<file path="config.mk">
export PLATFORM = sky130hd
export DESIGN_NAME = branch_redirect_ctrl
export DESIGN_NICKNAME = d
export VERILOG_FILES = /design/src/rtl/branch_redirect_ctrl.sv
export SDC_FILE = /design/constraint.sdc
export NUM_CORES = 1
export LEC_CHECK = 0
export BUFFER_PORTS_ARGS = -buffer_cell sky130_fd_sc_hd__buf_2
export CORE_UTILIZATION = 45
export DETAILED_ROUTE_END_ITERATION = 16
export GPL_TIMING_DRIVEN = 0
export PLACE_DENSITY = 0.75
export SETUP_SLACK_MARGIN = 0.15
export SYNTH_ARGS = -nofsm -noshare
export SYNTH_HDL_FRONTEND = slang
export SYNTH_SLANG_ARGS = --single-unit
</file>
<file path="constraint.sdc">
create_clock -name clk -period 2.5 [get_ports clk]
set_input_delay 0.5 -clock clk [delete_from_list [all_inputs] [get_ports clk]]
set_output_delay 0.5 -clock clk [all_outputs]
set_load 0.005 [all_outputs]
</file>
<file path="src/rtl/branch_redirect_ctrl.sv">
// branch_redirect_ctrl: EX-stage taken-branch/jump redirect sequencer with squash and taken counter
module branch_redirect_ctrl #(
   parameter int WIDTH        = 32,
   parameter int FLUSH_CYCLES = 2,
   parameter int COUNT_W      = 16
) (
   input  logic               clk,
   input  logic               reset,
   input  logic               ex_valid,
   input  logic               stall_in,
   input  logic               ex_beq,
   input  logic               ex_bne,
   input  logic               ex_jump,
   input  logic               ex_zero,
   input  logic [WIDTH-1:0]   ex_br_target,
   input  logic [WIDTH-1:0]   ex_j_target,
   input  logic               redir_ready,
   output logic               redir_valid,
   output logic [WIDTH-1:0]   redir_pc,
   output logic               flush_ifid,
   output logic               flush_idex,
   output logic               busy,
   output logic [COUNT_W-1:0] taken_count
);
   localparam int CW = FLUSH_CYCLES > 1 ? $clog2(FLUSH_CYCLES + 1) : 1;
   typedef enum logic [1:0] {IDLE, REDIRECT, SQUASH} state_t;
   state_t state, state_n;
   logic [CW-1:0] cnt, cnt_n;
   logic take;
   logic [WIDTH-1:0] target;
   assign take = state == IDLE && ex_valid && !stall_in &&
                 (ex_jump || (ex_beq ? ex_zero : ex_bne && !ex_zero));
   assign target = ex_jump ? ex_j_target : ex_br_target;
   always_comb begin
      state_n = state;
      cnt_n   = cnt;
      case (state)
         IDLE:     state_n = take ? REDIRECT : IDLE;
         REDIRECT: if (redir_ready) begin
            state_n = FLUSH_CYCLES > 0 ? SQUASH : IDLE;
            cnt_n   = CW'(FLUSH_CYCLES);
         end
         SQUASH: begin
            cnt_n   = cnt - 1'b1;
            state_n = cnt == CW'(1) ? IDLE : SQUASH;
         end
         default:  state_n = IDLE;
      endcase
   end
   always_ff @(posedge clk) begin
      if (reset) begin
         state       <= IDLE;
         cnt         <= '0;
         redir_valid <= 1'b0;
         redir_pc    <= '0;
         flush_ifid  <= 1'b0;
         flush_idex  <= 1'b0;
         busy        <= 1'b0;
         taken_count <= '0;
      end else begin
         state       <= state_n;
         cnt         <= cnt_n;
         redir_valid <= state_n == REDIRECT;
         flush_idex  <= state_n == REDIRECT;
         flush_ifid  <= state_n != IDLE;
         busy        <= state_n != IDLE;
         if (take) begin
            redir_pc <= target;
            if (~&taken_count) taken_count <= taken_count + 1'b1;
         end
      end
   end
endmodule

</file>
==> key figures, run 1 <==
Floorplan
  • Initial core utilization: 47.61%
  • Die area: 5843 um^2
  • IO Pins: 125
  • Std-Cell Rows: 26
  • DIE HEIGHT: 76.44 um
  • CORE AREA: 5238 um^2
  • Die X: 76.44 um

Run status
  • Status: finished clean

Power
  • Worst VDD drop: 273.7 uV
  • Static Leak: 1.536 nW
  • PwrDens: 507.5 nW/um^2

Cells and area
  • Area of the multi-input gates: 1308 um^2
  • Commonest non-fill, non-tap cell in the layout: buf_2
  • Share of layout cells above drive strength 1: 35.77%
  • Register Area: 1081 um^2
  • Commonest cells after routing, fill and taps aside: 129 x buf_2, 54 x dfxtp_1, 50 x nor2_1, 34 x mux2i_1, 33 x a211oi_1
  • Syn-to-layout area delta: 31.26%
  • Fillcell total: 467
  • Fin cells: 467
  • Nets: 472
  • Number of diodes: 0

Route
  • Remaining DRCs: 0
  • Iteration-0 DRC Markers: 75
  • WL/cell: 13.24 um
  • Initial DRT Pass Iterations: 4
  • Via density: 5.218
  • Via count: 2,437
  • Drt total wl: 6.183 mm
  • Routed Antenna Nets: 0

Logic synthesis
  • Post-synth net total: 342
  • Mapped Cells: 267
  • Post-synth cell types: 39
  • Yosys top cell area share: 43.35%
  • Area contributors post-synth: dfxtp_1 43%, mux2i_1 14%, a211oi_1 9.9%
  • Seq/Total Area, Yosys: 43.35%
  • Synthesized area: 2494 um^2
  • Flops & latches, synth: 54
  • YS warnings: 0
  • Avg Cell Area, Syn: 9.339 um^2
  • Synth area leader: dfxtp_1

Setup path
  • Crit-path cells: ha_1 > nand4_4 > nor4_4 > nand3b_1 > or2_1 > mux2_1
  • Slowest cell on crit path: dfxtp_1
  • Worst Setup End Kind: register
  • Arrival time at the worst endpoint: 2.36 ns
  • CP peak stage delay: 0.45 ns
  • Crit Path Class: reg -> reg
  • RR Startpoint: taken_count[0]
  • Reg2reg path depth: 6
  • FF-to-FF End: taken_count[11]
  • Worst Path Max Fanout: 10
  • Worst R2R Setup Slack: 0.34 ns
  • Worst Path Required: 2.69 ns
  • Worst Setup Start Kind: register

Clock network
  • Resized cells post-CTS: 0
  • Setup Fix Bufs, Post-CTS: 0
  • CTS Hold Buffers Added: 0
  • CTS tree: built
  • Root Driver: clkbuf_8
  • Clock sink total: 54
  • Reg clk slew, reported paths: 0.09 ns
  • Htree depth: 2
  • Max Root-Sink Buffers: 2
  • CTS Buf Count: 5
  • Clock Latency Late Sink: 0.30 ns

Timing
  • Skew final: 0.006361 ns
  • Final setup fails: 0
  • Unrepaired setup endpoints after global routing: no
  • Final Max Tran Viols: 0
  • Period minus WS final: 2.163 ns
  • Post-route setup TNS: 0 ns
  • FMAX: 462.4 MHz
  • Final Hold Viols: 0
  • Worst-Margin Slew: 0.6978 ns
  • Final worst-path cycle share: 86.50%
  • Max-slew headroom: 53.48%

Worst hold path
  • Hold Path Depth: 2
  • Min-Delay Endpoint: redir_pc[5]
  • Hold Crit Class: reg -> reg
  • Hold wc startpoint: redir_pc[5]

Global routing
  • First-pass GRT wire length: 10.12 mm
  • Largest net degree at the start of global routing: 15
  • Overflow left after global routing: 0
  • Number of global-route vias before repair: 2,248
  • Gr usage total: 21.42%
  • Initial antenna violation count: 0

Placement
  • DPL Wire Length: 4.742 mm
  • Placer congestion estimate: 0.7565
  • Dpl cells: 460
  • PortBufs: 123

Flow run
  • Max_cap viols: 0
-- synthesized netlist by cell type, drive strengths merged --
cell / number
buf: 9
inv: 3
a31oi: 1
mux2: 2
nor3b: 3
a311oi: 1
a211oi: 33
or2: 1
o21a: 1
nand3b: 2
ha: 2
nor4b: 2
nand3: 6
and4b: 1
a21o: 1
a21oi: 7
nor3: 5
nand4: 4
xnor2: 9
or3: 1
nand2: 6
nor2b: 3
nor2: 50
mux2i: 34
dfxtp: 54
clkbuf: 12
nor4: 3
nand2b: 2
and3: 1
o21ai: 5
a221oi: 3
-- flip-flops by register name, indices dropped and copies added, names as in the netlist --
signal	count
cnt	2
busy	1
flush_idex	1
taken_count	16
redir_pc	32
state	2
-- cell families (layout without fill, tap and decap cells) --
| group | count (synthesis) | in the layout | synth area share, % |
|---|---|---|---|
| multiplexers | 36 | 36 | 14.70 |
| flip-flops | 54 | 54 | 43.35 |
| adder cells (fa/ha/maj) | 2 | 2 | 1.003 |
| XOR/XNOR | 9 | 9 | 3.161 |
| AND/OR/NAND/NOR | 90 | 90 | 18.97 |
| AO/OA/AOI/OAI | 52 | 52 | 14.60 |
| buffers and inverters | 24 | 154 | 4.214 |
-- how the worst max path moves through the flow --
stage | from | to | slack [ns] | cells past startpoint
after global placement | taken_count[0] | taken_count[11] | 0.30 | 6
after floorplan | taken_count[0] | taken_count[11] | 0.51 | 6
after CTS | taken_count[0] | taken_count[11] | 0.20 | 6
after global routing | taken_count[0] | taken_count[11] | 0.17 | 6
final | taken_count[0] | taken_count[11] | 0.34 | 6
after detailed placement | taken_count[0] | taken_count[11] | 0.22 | 6
-- metrics by stage --
step           total power, mW  hold WS (ns)  worst slack (ns)  area, um^2  util [%]
2_1_floorplan            1.089        0.4368            0.5145        2494         -
3_3_place_gp             1.212        0.4562            0.2969        3197     61.04
3_5_place_dp             1.219        0.4876            0.2217        3197     61.04
4_1_cts                  1.673        0.5002            0.2045        3273     62.49
5_1_grt                  1.733        0.5197            0.1698        3273     62.49
6_report                 1.661        0.4986            0.3374        3273     62.49
-- power breakdown --
group          switching [mW]  internal (mW)
Combinational           0.133          0.136
Clock                   0.271          0.194
Sequential             0.0251          0.903
Total                   0.429           1.23
-- final cells by class --
class / count / area share, %
Multi-Input combinational cell: 189 / 39.95
Sequential cell: 54 / 33.03
Timing Repair Buffer: 123 / 18.81
Buffer: 21 / 2.867
Tap cell: 70 / 2.676
Clock buffer: 7 / 2.332
Inverter: 3 / 0.3440
-- critical path: cells and delay by family, from the launching register on --
kind                     cells  cell delay (ns)
AND/OR/NAND/NOR              4             1.02
adder cells (fa/ha/maj)      1             0.27
flip-flops                   1             0.45
multiplexers                 1             0.32
-- per-layer routing --
layer  vias to the layer above  wire length, um  share of wire [%]  global-route usage [%]
li1                       1208                -                  -                       -
met1                      1137             2666                 43                   24.50
met2                        85             3078                 50                   39.01
met3                         7              361                5.8                   4.790
met4                         0               76                1.2                   7.115
met5                         -                0                  0                       0
(Power assumes the default switching activity.)
==> inputs of run 2 (changes only) <==
Settings changed: HOLD_SLACK_MARGIN set to 0.06, MAX_ROUTING_LAYER set to met4.
==> key figures, run 2 (synthesis results as in run 1) <==
Timing
  • Post-route setup TNS: 0 ns (unchanged)
  • Final Max Tran Viols: 0 (unchanged)
  • FMAX: 467.1 MHz (was 462.4 MHz)
  • Final worst-path cycle share: 85.63% (was 86.50%)
  • Period minus WS final: 2.141 ns (was 2.163 ns)
  • Skew final: 0.007384 ns (was 0.006361 ns)
  • Final setup fails: 0 (unchanged)
  • Max-slew headroom: 53.31% (was 53.48%)
  • Unrepaired setup endpoints after global routing: no (unchanged)
  • Worst-Margin Slew: 0.7003 ns (was 0.6978 ns)
  • Final Hold Viols: 0 (unchanged)

Clock network
  • Max Root-Sink Buffers: 2 (unchanged)
  • Reg clk slew, reported paths: 0.09 ns (about the same)
  • Clock sink total: 54 (unchanged)
  • Resized cells post-CTS: 0 (unchanged)
  • Root Driver: clkbuf_8 (unchanged)
  • Setup Fix Bufs, Post-CTS: 0 (unchanged)
  • CTS tree: built (unchanged)
  • CTS Buf Count: 5 (unchanged)
  • Clock Latency Late Sink: 0.30 ns (about the same)
  • CTS Hold Buffers Added: 0 (unchanged)
  • Htree depth: 2 (unchanged)

Power
  • PwrDens: 508.1 nW/um^2 (was 507.5 nW/um^2)
  • Worst VDD drop: 273.6 uV (was 273.7 uV)
  • Static Leak: 1.536 nW (unchanged)

Cells and area
  • Biggest regs: redir_pc: 32 flops, taken_count: 16 flops (unchanged)
  • Nets: 472 (unchanged)
  • Syn-to-layout area delta: 31.26% (unchanged)
  • Commonest non-fill, non-tap cell in the layout: buf_2 (unchanged)
  • Largest register FFs: 32 (unchanged)
  • Top reg by flops: redir_pc (unchanged)
  • Commonest cells after routing, fill and taps aside: 129 x buf_2, 54 x dfxtp_1, 50 x nor2_1, 34 x mux2i_1, 33 x a211oi_1 (unchanged)
  • Number of diodes: 0 (unchanged)
  • Share of layout cells above drive strength 1: 35.77% (unchanged)
  • Design area: 3273 um^2 (unchanged)

Setup path
  • Crit-path leading delay family: simple AND/OR/NAND/NOR gates (unchanged)
  • Crit-path cells: ha_1 > nand4_4 > nor4_4 > nand3b_1 > or2_1 > mux2_1 (unchanged)
  • Crit Path Class: reg -> reg (unchanged)
  • Arrival time at the worst endpoint: 2.34 ns (was 2.36 ns)
  • RR Startpoint: taken_count[0] (unchanged)
  • Worst Setup Start Kind: register (unchanged)
  • CP Launch Point: taken_count[0] (unchanged)
  • Slowest cell on crit path: dfxtp_1 (unchanged)
  • CP peak stage delay: 0.46 ns (was 0.45 ns)
  • Worst Path Required: 2.70 ns (was 2.69 ns)
  • Worst Path Max Fanout: 10 (unchanged)
  • Worst Setup End Kind: register (unchanged)
  • Worst Path Buf+Inv: 0 (unchanged)

Floorplan
  • IO Pins: 125 (unchanged)
  • DIE HEIGHT: 76.44 um (unchanged)
  • CORE AREA: 5238 um^2 (unchanged)
  • Initial core utilization: 47.61% (unchanged)
  • Std-Cell Rows: 26 (unchanged)
  • Die X: 76.44 um (unchanged)
  • Die area: 5843 um^2 (unchanged)

Global routing
  • Overflow left after global routing: 0 (unchanged)
  • First-pass GRT wire length: 10.14 mm (was 10.12 mm)
  • Initial antenna violation count: 0 (unchanged)
  • Number of global-route vias before repair: 2,246 (was 2,248)
  • Gr usage total: 22.12% (was 21.42%)
  • Largest net degree at the start of global routing: 15 (unchanged)

Worst hold path
  • Hold wc startpoint: redir_pc[5] (unchanged)
  • Hold Crit Class: reg -> reg (unchanged)

Route
  • Iteration-0 DRC Markers: 66 (was 75)
  • Remaining DRCs: 0 (unchanged)
  • Drt total wl: 6.163 mm (was 6.183 mm)
  • Via density: 5.201 (was 5.218)
  • Routed Antenna Nets: 0 (unchanged)
  • Initial DRT Pass Iterations: 4 (unchanged)
  • Via count: 2,429 (was 2,437)
  • WL/cell: 13.20 um (was 13.24 um)

Flow run
  • Max_cap viols: 0 (unchanged)

Placement
  • DP Area: 3197 um^2 (unchanged)
  • PortBufs: 123 (unchanged)
  • Placer congestion estimate: 0.7663 (was 0.7565)
  • DPL Wire Length: 4.742 mm (unchanged)

Run status
  • Status: finished clean (unchanged)
[run 2: layout make-up]
type,instances,area [um^2]
fillers,467,1964
flip-flops and latches,54,1081
multi-input cells,189,1308
well taps,70,87.58
repair buffers,123,615.6
inverters,3,11.26
plain buffers,21,93.84
clock buffers,7,76.32
[run 2: through the flow]
step           utilization [%]  hold slack (ns)  power [mW]  cells  worst slack (ns)
4_1_cts                  62.49           0.5002       1.673    467            0.2045
5_1_grt                  62.49           0.5174       1.736    467            0.1699
6_report                 62.49           0.4989       1.663    467            0.3593
2_1_floorplan                -           0.4368       1.089    267            0.5145
3_3_place_gp             61.04           0.4562       1.212    460            0.2969
3_5_place_dp             61.04           0.4876       1.219    460            0.2217
[run 2: worst register-to-register path, stage by stage (launching register included)]
cell and delay, ns:
dfxtp_1 0.46, ha_1 0.28, nand4_4 0.17, nor4_4 0.43, nand3b_1 0.25, or2_1 0.14
mux2_1 0.32
[run 2: where the power goes]
part / internal, mW / switching, mW / total, mW
Clock: 0.194 / 0.272 / 0.466
Sequential: 0.903 / 0.0252 / 0.928
Combinational: 0.136 / 0.133 / 0.269
Total: 1.23 / 0.430 / 1.66
[run 2: final timing paths]
path | endpoint | slack, ns | depth (start not counted)
max | taken_count[11] | 0.36 | 6
min | redir_pc[5] | 0.50 | 2
max reg2reg | taken_count[11] | 0.36 | 6
min reg2reg | redir_pc[5] | 0.50 | 2
[run 2: metal layers]
layer	wire (um)	up-vias	track usage, %
li1	-	1208	-
met2	3092	83	39.01
met5	0	-	-
met1	2703	1133	25.02
met3	312	5	5.030
met4	55	0	5.962
